## config.mk

```make
export PLATFORM = sky130hd
export DESIGN_NAME = matrix_ram_ctrl
export DESIGN_NICKNAME = d
export VERILOG_FILES = /design/src/rtl/matrix_ram_ctrl_pkg.sv /design/src/rtl/matrix_ram_ctrl_mat_idx_counter.sv /design/src/rtl/matrix_ram_ctrl.sv
export SDC_FILE = /design/constraint.sdc
export NUM_CORES = 1
export LEC_CHECK = 0
export ABC_CLOCK_PERIOD_IN_PS = 2600
export CORE_MARGIN = 2
export CORE_UTILIZATION = 50
export DETAILED_ROUTE_END_ITERATION = 12
export PLACE_DENSITY_LB_ADDON = 0.08
export RECOVER_POWER = 100
export SLEW_MARGIN = 5
export SYNTH_ARGS = -nofsm -noshare
export SYNTH_HDL_FRONTEND = slang
export SYNTH_SLANG_ARGS = --single-unit
```

## constraint.sdc

```tcl
create_clock -name clk -period 2.6 [get_ports clk]
set_input_delay 0.26 -clock clk [delete_from_list [all_inputs] [get_ports clk]]
set_output_delay 0.26 -clock clk [all_outputs]
set_load 0.02 [all_outputs]
```

## src/rtl/matrix_ram_ctrl_pkg.sv

```systemverilog
// Shared types, sizes and helpers for the matrix RAM sequencer.
package matrix_ram_ctrl_pkg;

    localparam int MAX_DIM     = 8;
    localparam int MATRIX_SIZE = MAX_DIM * MAX_DIM;
    localparam int DATA_W      = 16;
    localparam int ADDR_W      = $clog2(MATRIX_SIZE);
    localparam int DIM_W       = $clog2(MAX_DIM + 1);

    typedef logic [DATA_W-1:0] data_t;
    typedef logic [ADDR_W-1:0] M_address_t;
    typedef logic [DIM_W-1:0]  dim_t;

    typedef enum logic [1:0] {
        IDLE = 2'd0,
        LOAD = 2'd1,
        READ = 2'd2
    } ctrl_state_e;

    // Out-of-range dimensions fall back to the largest supported matrix.
    function automatic dim_t clamp_dim(input dim_t d);
        if (d == dim_t'(0) || d > dim_t'(MAX_DIM)) begin
            return dim_t'(MAX_DIM);
        end else begin
            return d;
        end
    endfunction

    function automatic M_address_t last_index(input dim_t d);
        logic [2*DIM_W-1:0] sq;
        sq = (2*DIM_W)'(d) * (2*DIM_W)'(d);
        return M_address_t'(sq - (2*DIM_W)'(1));
    endfunction

endpackage

```

## src/rtl/matrix_ram_ctrl_mat_idx_counter.sv

```systemverilog
// Row-major index walker: linear pointer plus column position, wrapping at the
// final element of the matrix.
module matrix_ram_ctrl_mat_idx_counter
    import matrix_ram_ctrl_pkg::*;
(
    input  logic       clk,
    input  logic       rst,
    input  logic       clear,
    input  logic       step,
    input  dim_t       dim,
    input  M_address_t last_idx,
    output M_address_t ptr,
    output logic       col_last,
    output logic       mat_last
);

    M_address_t ptr_r;
    dim_t       col_r;

    always_comb begin
        ptr      = ptr_r;
        col_last = (col_r == dim - dim_t'(1));
        mat_last = (ptr_r == last_idx);
    end

    always_ff @(posedge clk or posedge rst) begin
        if (rst) begin
            ptr_r <= M_address_t'(0);
            col_r <= dim_t'(0);
        end else if (clear) begin
            ptr_r <= M_address_t'(0);
            col_r <= dim_t'(0);
        end else if (step) begin
            if (mat_last) begin
                ptr_r <= M_address_t'(0);
                col_r <= dim_t'(0);
            end else begin
                ptr_r <= ptr_r + M_address_t'(1);
                col_r <= col_last ? dim_t'(0) : col_r + dim_t'(1);
            end
        end
    end

endmodule

```

## src/rtl/matrix_ram_ctrl.sv

```systemverilog
// Matrix RAM sequencer: loads a row-major matrix into the RAM, then replays it
// to the MAC stage for the requested number of passes.
module matrix_ram_ctrl
    import matrix_ram_ctrl_pkg::*;
#(
    parameter int PASS_W = 4
) (
    input  logic              clk,
    input  logic              rst,
    input  logic              start,
    input  dim_t              dim,
    input  logic [PASS_W-1:0] passes,
    input  logic              in_valid,
    input  data_t             in_data,
    output logic              in_ready,
    output logic              ram_wr_en,
    output M_address_t        ram_count_push,
    output data_t             ram_data_in,
    output logic              ram_rd_en,
    output M_address_t        ram_count_pop,
    input  data_t             ram_data_out,
    output logic              out_valid,
    output data_t             out_data,
    input  logic              out_ready,
    output logic              out_row_last,
    output logic              out_mat_last,
    output logic              busy,
    output logic              done
);

    localparam logic [PASS_W-1:0] PASS_ZERO = {PASS_W{1'b0}};
    localparam logic [PASS_W-1:0] PASS_ONE  = {{(PASS_W-1){1'b0}}, 1'b1};

    ctrl_state_e       state_r, state_next;
    dim_t              dim_r, dim_eff;
    M_address_t        last_idx_r;
    logic [PASS_W-1:0] passes_r, pass_cnt_r;
    logic              out_valid_r, out_row_last_r, out_mat_last_r, out_final_r;
    logic              start_ok, wr_step, issue, handshake, done_s;
    M_address_t        wr_ptr, rd_ptr;
    logic              wr_col_last, wr_mat_last, rd_col_last, rd_mat_last;

    matrix_ram_ctrl_mat_idx_counter u_wr_idx (
        .clk(clk), .rst(rst), .clear(start_ok), .step(wr_step),
        .dim(dim_r), .last_idx(last_idx_r),
        .ptr(wr_ptr), .col_last(wr_col_last), .mat_last(wr_mat_last)
    );

    matrix_ram_ctrl_mat_idx_counter u_rd_idx (
        .clk(clk), .rst(rst), .clear(start_ok), .step(issue),
        .dim(dim_r), .last_idx(last_idx_r),
        .ptr(rd_ptr), .col_last(rd_col_last), .mat_last(rd_mat_last)
    );

    // Handshakes and RAM pin drive; pins stay at zero whenever they are unused.
    always_comb begin
        dim_eff   = clamp_dim(dim);
        start_ok  = (state_r == IDLE) && start;
        in_ready  = (state_r == LOAD);
        wr_step   = in_valid && in_ready;
        // Issuing refills the output register either when it is empty or as it drains.
        issue     = (state_r == READ) && (pass_cnt_r != passes_r) && (!out_valid_r || out_ready);
        handshake = out_valid_r && out_ready;
        done_s    = handshake && out_final_r;

        ram_wr_en      = wr_step;
        ram_count_push = wr_step ? wr_ptr : M_address_t'(0);
        ram_data_in    = wr_step ? in_data : data_t'(0);
        ram_rd_en      = issue;
        ram_count_pop  = issue ? rd_ptr : M_address_t'(0);

        out_valid    = out_valid_r;
        out_data     = out_valid_r ? ram_data_out : data_t'(0);
        out_row_last = out_row_last_r;
        out_mat_last = out_mat_last_r;
        busy         = (state_r != IDLE);
        done         = done_s;
    end

    // Next-state logic.
    always_comb begin
        state_next = state_r;
        case (state_r)
            IDLE: begin
                if (start) state_next = LOAD;
                else       state_next = IDLE;
            end
            LOAD: begin
                if (wr_step && wr_mat_last && wr_col_last) state_next = READ;
                else                                       state_next = LOAD;
            end
            READ: begin
                if (done_s) state_next = IDLE;
                else        state_next = READ;
            end
            default: state_next = IDLE;
        endcase
    end

    always_ff @(posedge clk or posedge rst) begin
        if (rst) state_r <= IDLE;
        else     state_r <= next_state_guard(state_next);
    end

    function automatic ctrl_state_e next_state_guard(input ctrl_state_e s);
        return s;
    endfunction

    // Job parameters, pass counter and the output staging register.
    always_ff @(posedge clk or posedge rst) begin
        if (rst) begin
            dim_r          <= dim_t'(0);
            last_idx_r     <= M_address_t'(0);
            passes_r       <= PASS_ZERO;
            pass_cnt_r     <= PASS_ZERO;
            out_valid_r    <= 1'b0;
            out_row_last_r <= 1'b0;
            out_mat_last_r <= 1'b0;
            out_final_r    <= 1'b0;
        end else begin
            if (start_ok) begin
                dim_r      <= dim_eff;
                last_idx_r <= last_index(dim_eff);
                passes_r   <= (passes == PASS_ZERO) ? PASS_ONE : passes;
                pass_cnt_r <= PASS_ZERO;
            end else if (issue && rd_mat_last) begin
                pass_cnt_r <= pass_cnt_r + PASS_ONE;
            end

            if (issue) begin
                out_valid_r    <= 1'b1;
                out_row_last_r <= rd_col_last;
                out_mat_last_r <= rd_mat_last;
                out_final_r    <= rd_mat_last && (pass_cnt_r == passes_r - PASS_ONE);
            end else if (handshake) begin
                out_valid_r    <= 1'b0;
                out_row_last_r <= 1'b0;
                out_mat_last_r <= 1'b0;
                out_final_r    <= 1'b0;
            end
        end
    end

endmodule

```

=== Word level (Yosys, flattened, before mapping) ===
Index checks and enable logic that the tools add are counted.

* Register bits: 44
* Logic and storage cells: 83
* Bits of input ports: 45
* Output and inout bits: 52

* Multipliers: 1
* Reduce and logical (&&, ||, !) cells: 21
* Add/subtract/negate cells: 8
* Magnitude comparators: 1
* Eq/ne operators: 8
* Mux-type cells: 31

{| class="wikitable"
|+ Operators by type and width
! operator !! count
|-
| $mux 4 || 12
|-
| $mux 6 || 8
|-
| $mux 16 || 2
|-
| $add 4x1->4 const B || 3
|-
| $add 6x1->6 const B || 2
|-
| $eq 4x4->1 || 3
|-
| $eq 6x6->1 || 2
|-
| $logic_and 1x1->1 || 10
|-
| $reduce_bool 2->1 || 5
|-
| $logic_not 4->1 || 2
|-
| $sub 4x1->4 const B || 2
|-
| $mul 4x4->6 || 1
|-
| $mux 1 || 6
|-
| $pmux 2 s3 || 1
|-
| $sub 6x1->6 const B || 1
|-
| $gt 4x4->1 const B || 1
|-
| $mux 2 || 2
|-
| $ne 4x4->1 || 1
|-
| $eq 2x1->1 const B || 1
|-
| $eq 2x2->1 const B || 1
|-
| $logic_not 2->1 || 1
|-
| $logic_or 1x1->1 || 2
|-
| $logic_not 1->1 || 1
|}

=== Depth between registers and ports, before layout ===
* Depth in word-level cells: 6
* Depth in mapped cells: 11
* Gate-level depth less buffers: 11

=== Cells and area by module ===
From an unflattened synthesis, not the netlist that was laid out.

* Cell total of the unflattened synthesis: 332
* Area total of the unflattened synthesis: 2975.4 µm²

{| class="wikitable"
|+ By module, submodules not included
! module !! area an instance (µm²) !! times used !! seq. area each (µm²) !! cells each
|-
| matrix_ram_ctrl || 1589.0 || 1 || 575.6 || 190
|-
| matrix_ram_ctrl_mat_idx_counter || 693.2 || 2 || 250.2 || 71
|}

=== Worst setup path after synthesis ===
No wires, ideal clock.

* Kind: input to register
* Start point: input port dim[1]
* End point: register last_idx_r[5]
* Path buffers: 0
* Slack: 229 ps
* Setup time: 136 ps
* Stages: 11
* Required time: 2464 ps
* Arrival time: 2235 ps
* Cells stage by stage: nor2b_1 nand2_1 ha_1 xnor2_1 fa_1 inv_1 ha_1 a21oi_1 o21bai_1 xnor2_1 o21ai_0

* Word-level cells in the longest chain between the ends: 5

{| class="wikitable"
|+ Ends and longest elaborated chain
! item !! line !! RTL
|-
| start: declaration || matrix_ram_ctrl.sv:11 || <nowiki>input dim_t dim,</nowiki>
|-
| $gt 4x4->1 / $logic_not 4->1 (equally long branches) || matrix_ram_ctrl_pkg.sv:22 || <nowiki>if (d == dim_t'(0) || d > dim_t'(MAX_DIM)) begin</nowiki>
|-
| $logic_or 1x1->1 || matrix_ram_ctrl_pkg.sv:22 ||
|-
| $mux 4 * || matrix_ram_ctrl_pkg.sv:22 ||
|-
| $mul 4x4->6 * || matrix_ram_ctrl_pkg.sv:31 || <nowiki>sq = (2*DIM_W)'(d) * (2*DIM_W)'(d);</nowiki>
|-
| $sub 6x1->6 * || matrix_ram_ctrl_pkg.sv:32 || <nowiki>return M_address_t'(sq - (2*DIM_W)'(1));</nowiki>
|-
| end signal: assignment || matrix_ram_ctrl.sv:113 || <nowiki>last_idx_r <= M_address_t'(0);</nowiki>
|-
| end signal: assignment || matrix_ram_ctrl.sv:123 || <nowiki>last_idx_r <= last_index(dim_eff);</nowiki>
|-
| end: declaration || matrix_ram_ctrl.sv:36 || <nowiki>M_address_t last_idx_r;</nowiki>
|}

Every way passes the cells marked *; elsewhere a longest branch is shown, timed or not.
A chain may end at the register's enable or synchronous reset.

=== Worst setup path after layout ===
* Start point: register pass_cnt_r[2]
* End point: output port ram_count_pop[3]

* Word-level cells in the longest chain between the ends: 4

{| class="wikitable"
|+ Ends and longest elaborated chain
! item !! line !! RTL
|-
| start: declaration || matrix_ram_ctrl.sv:37 || <nowiki>logic [PASS_W-1:0] passes_r, pass_cnt_r;</nowiki>
|-
| start signal: assignment || matrix_ram_ctrl.sv:127 || <nowiki>pass_cnt_r <= pass_cnt_r + PASS_ONE;</nowiki>
|-
| $ne 4x4->1 || matrix_ram_ctrl.sv:62 || <nowiki>issue = (state_r == READ) && (pass_cnt_r != passes_r) && (!out_valid_r || out_ready);</nowiki>
|-
| $logic_and 1x1->1 (2 in series) || matrix_ram_ctrl.sv:62 ||
|-
| $mux 6 || matrix_ram_ctrl.sv:70 || <nowiki>ram_count_pop = issue ? rd_ptr : M_address_t'(0);</nowiki>
|-
| end: declaration || matrix_ram_ctrl.sv:20 || <nowiki>output M_address_t ram_count_pop,</nowiki>
|}

Every way passes these cells.

==> results.txt <==
- Critical path class: flip-flop to primary output
- CTS Buffer Depth: 2
- Number of instances on the worst hold path: 2
- Cell row count: 27
- In the final design database the tool counted 480 nets.
- In the routed design, unresolved DRC markers number 0.
- Synthesis-to-layout area growth: 44.2%
* Post-synth top flop: dfrtp_1
* Setup_tns: 0 ps
- The final count of pins violating max slew was 0.
* Share of total power in sequential cells: 37.0%
- Number of antenna cells inserted: 0
- Measured slew at the worst slew-check pin: 1060 ps
- Insertion delay of the later-clocked pin in the worst-skew pair: 290 ps
- Effective utilization at floorplan: 51.9%
* Global-route wire length before repair: 12100 µm
* Antenna violations before repair: 0
- Net switching is 39.4% of the power.
* Internal power consumption: 1.82 mW
- Largest cells by area after synthesis: dfrtp_1 38%, and3_1 6.1%, xor2_1 5.5%
- After routing the design area is 0.00412 mm².
* Ratio of cells with drive above 1 in the final layout: 8.02%
* Global-route total usage across every layer: 24.2%
* Clock buffers created by TritonCTS: 5
* CTS root buffer: clkbuf_8
* Path class of the lowest-slack min-delay path: flip-flop to flip-flop
* Unique cell type count in the Yosys netlist: 55
- First drt pass iteration count: 5
- Number of clock sinks: 43
* Outcome: completed
- Across the VDD grid, the largest voltage drop is 0.000523 V.
- Total number of vias: 2668
- Across the run, the number of max-cap violations was 0.
- The final hold violation count came to 0.
- The die is 79.6 µm tall.
* Number of antenna-violating nets in the routed design: 0
* Final count of negative-setup-slack endpoints: 0
* Pin count of the biggest net entering global routing: 44
- Final Power: 3.01 mW
- The mapped netlist covers 0.00286 mm².
* Ports placed on the boundary: 97
- CP startpoint kind: flip-flop
- The count of buffers added on input and output ports is 96.
- Critical Path Fanout Max: 8
- In this run the cell area measured after placement is 0.00397 mm².
- Post-detail-place hpwl: 5480 µm
- For the worst flop-to-flop path, the logic depth is 5.
- Warnings, synthesis: 0
- The die covers 0.00634 mm².
- Number of enable flip-flop cells after synthesis: 0
* Clock network power share: 13.7%
- For this run, the top clock speed supported by timing is 398 MHz.
* Leading area contributor after synthesis: dfrtp_1
- The most common cell in the synthesized netlist is dfrtp_1.
- Of the synthesized area, sequential elements account for 37.6%.
- In this run the static leakage power is 1.97 nW.
- Fraction of registers with async set or reset after synthesis: 100%
* Width of the die: 79.6 µm
* Arrival time reported for the critical path endpoint: 2250 ps
- The average instance in the mapped netlist occupies 9.05 µm².
- Power spread over the standard cell area amounts to 730 mW/mm².
* Count of filler cells inserted in the layout: 419
* Clock tree from TritonCTS: done
* Vias in the first global route: 2576
- Net switching component of the power: 1.18 mW
- Kind of end point of the critical path: primary output
- For this run the aggregate overflow at the end of global routing stands at 0.
- After floorplanning, the core was sized to cover 0.00551 mm².
- The cell count after synthesis came out at 316.
- Dividing the detail-routed wire length by the instance count gives 14.6 µm.
* Total detailed-routing wirelength: 7220 µm
* Cell types with the highest counts after synthesis: 43 x dfrtp_1, 36 x nand2_1, 28 x and3_1
- Routability Congestion: 0.780
- Logic gate share of total power: 49.3%
- Fin Clk Skew: 7.30 ps
- Buffers inserted to repair hold after CTS numbered 0.
- The worst path uses 96.7% of the clock period.
- Measured against its own limit, the worst slew margin works out to 29.4%.
- The worst path needs 2510 ps of the cycle, external delays included.
- Area share of the leading cell type in the synthesized netlist: 37.6%
* Number of register bits inferred by synthesis: 43
- Clock-pin slew was measured on the worst setup and hold paths at 80 ps.
- The detailed router finished its first iteration with 118 violations.
* H-Tree Level Count: 2
* Required time of the critical path: 2340 ps
- In the routed layout, each cell is associated on average with a via count of 5.38.
## per-layer routing
layer	wire, µm	GRT usage (%)	up-vias
li1	-	-	1315
met1	3230	32.1	1264
met2	3330	39.5	85
met3	613	6.11	4
met4	49	6.21	0
met5	0	0	-
## timing repair
| item | 4_1_cts | 5_1_grt |
|---|---|---|
| hold endpoints to repair | 0 | 0 |
| setup buffers | 0 | 1 |
| pin swaps | 0 | 3 |
| setup endpoints to repair | 6 | 8 |
| resized for setup | 2 | 11 |
## layout make-up
cell class | count | area (µm²) | area share (%)
multi-input cells | 246 | 1730 | 41.9
well taps | 72 | 90.1 | 2.19
clock buffers | 7 | 76.3 | 1.85
flip-flops and latches | 43 | 1080 | 26.1
inverters | 13 | 48.8 | 1.18
clock inverters | 1 | 5.00 | 0.121
repair buffers | 114 | 1100 | 26.6
## critical path: stages, from the launching register on
cell and delay (ps):
dfrtp_1 420, xor2_1 210, o41ai_2 370, or2_1 190, inv_2 80, and2_1 160, clkdlybuf4s50_1 540
## cell families after synthesis
kind of cell / count (synthesis) / share of synthesized area [%]
muxes: 4 / 1.44
DFF: 43 / 37.6
xor gates and xnor gates: 33 / 11.6
buffers and inverters: 28 / 4.20
AOI/OAI and AO/OA: 50 / 12.2
adders and majority gates: 12 / 5.51
other: 1 / 0.131
and+or+nand+nor: 145 / 27.3
## final timing paths
check | end | slack, ps | start
min in group asynchronous | passes_r[0] | 740 | rst
min reg2reg | passes_r[3] | 500 | passes_r[3]
max | ram_count_pop[3] | 90 | pass_cnt_r[2]
min | passes_r[3] | 500 | passes_r[3]
max in group asynchronous | state_r[1] | 1210 | rst
max reg2reg | pass_cnt_r[1] | 640 | u_rd_idx.ptr[0]
## stage by stage
step	std cells	hold slack [ps]	worst slack [ps]	utilization (%)
floorplan	317	365	229	-
global placement	487	484	-225	72.1
detailed placement	487	485	-329	72.1
CTS	495	427	15.4	73.6
global route	496	523	-20.0	74.9
finish	496	501	87.0	74.9
## flip-flops by register name (all words and copies together), names as in the netlist, 2 cells and up
name,cells
u_wr_idx.ptr,6
state_r,2
pass_cnt_r,4
u_wr_idx.col_r,4
last_idx_r,5
passes_r,4
u_rd_idx.col_r,4
dim_r,4
u_rd_idx.ptr,6
## power groups by stage
| stage | sequential, mW | combinational (mW) | clock (mW) |
|---|---|---|---|
| after floorplan | 1.06 | 1.00 | 0 |
| after global placement | 1.12 | 1.41 | 0 |
| after detailed placement | 1.12 | 1.46 | 0 |
| after CTS | 1.11 | 1.47 | 0.423 |
| after global routing | 1.15 | 1.64 | 0.446 |
| final | 1.11 | 1.48 | 0.411 |
## cells in the final DEF (no fill, tap or decap), types with 3 or more instances in the layout
master,instances
clkdlybuf4s50_1,93
dfrtp_1,43
nand2_1,35
and3_1,28
and2_1,24
xor2_1,18
buf_4,17
nand3_1,15
xnor2_1,12
inv_1,12
o21ai_0,11
nor2_1,10
ha_1,9
nor2b_1,8
a21oi_1,6
nor3_1,6
clkbuf_8,5
or3_1,4
a22o_1,4
a32o_1,4
mux2i_1,3
o21ai_1,3
(Power assumes the default switching activity.)
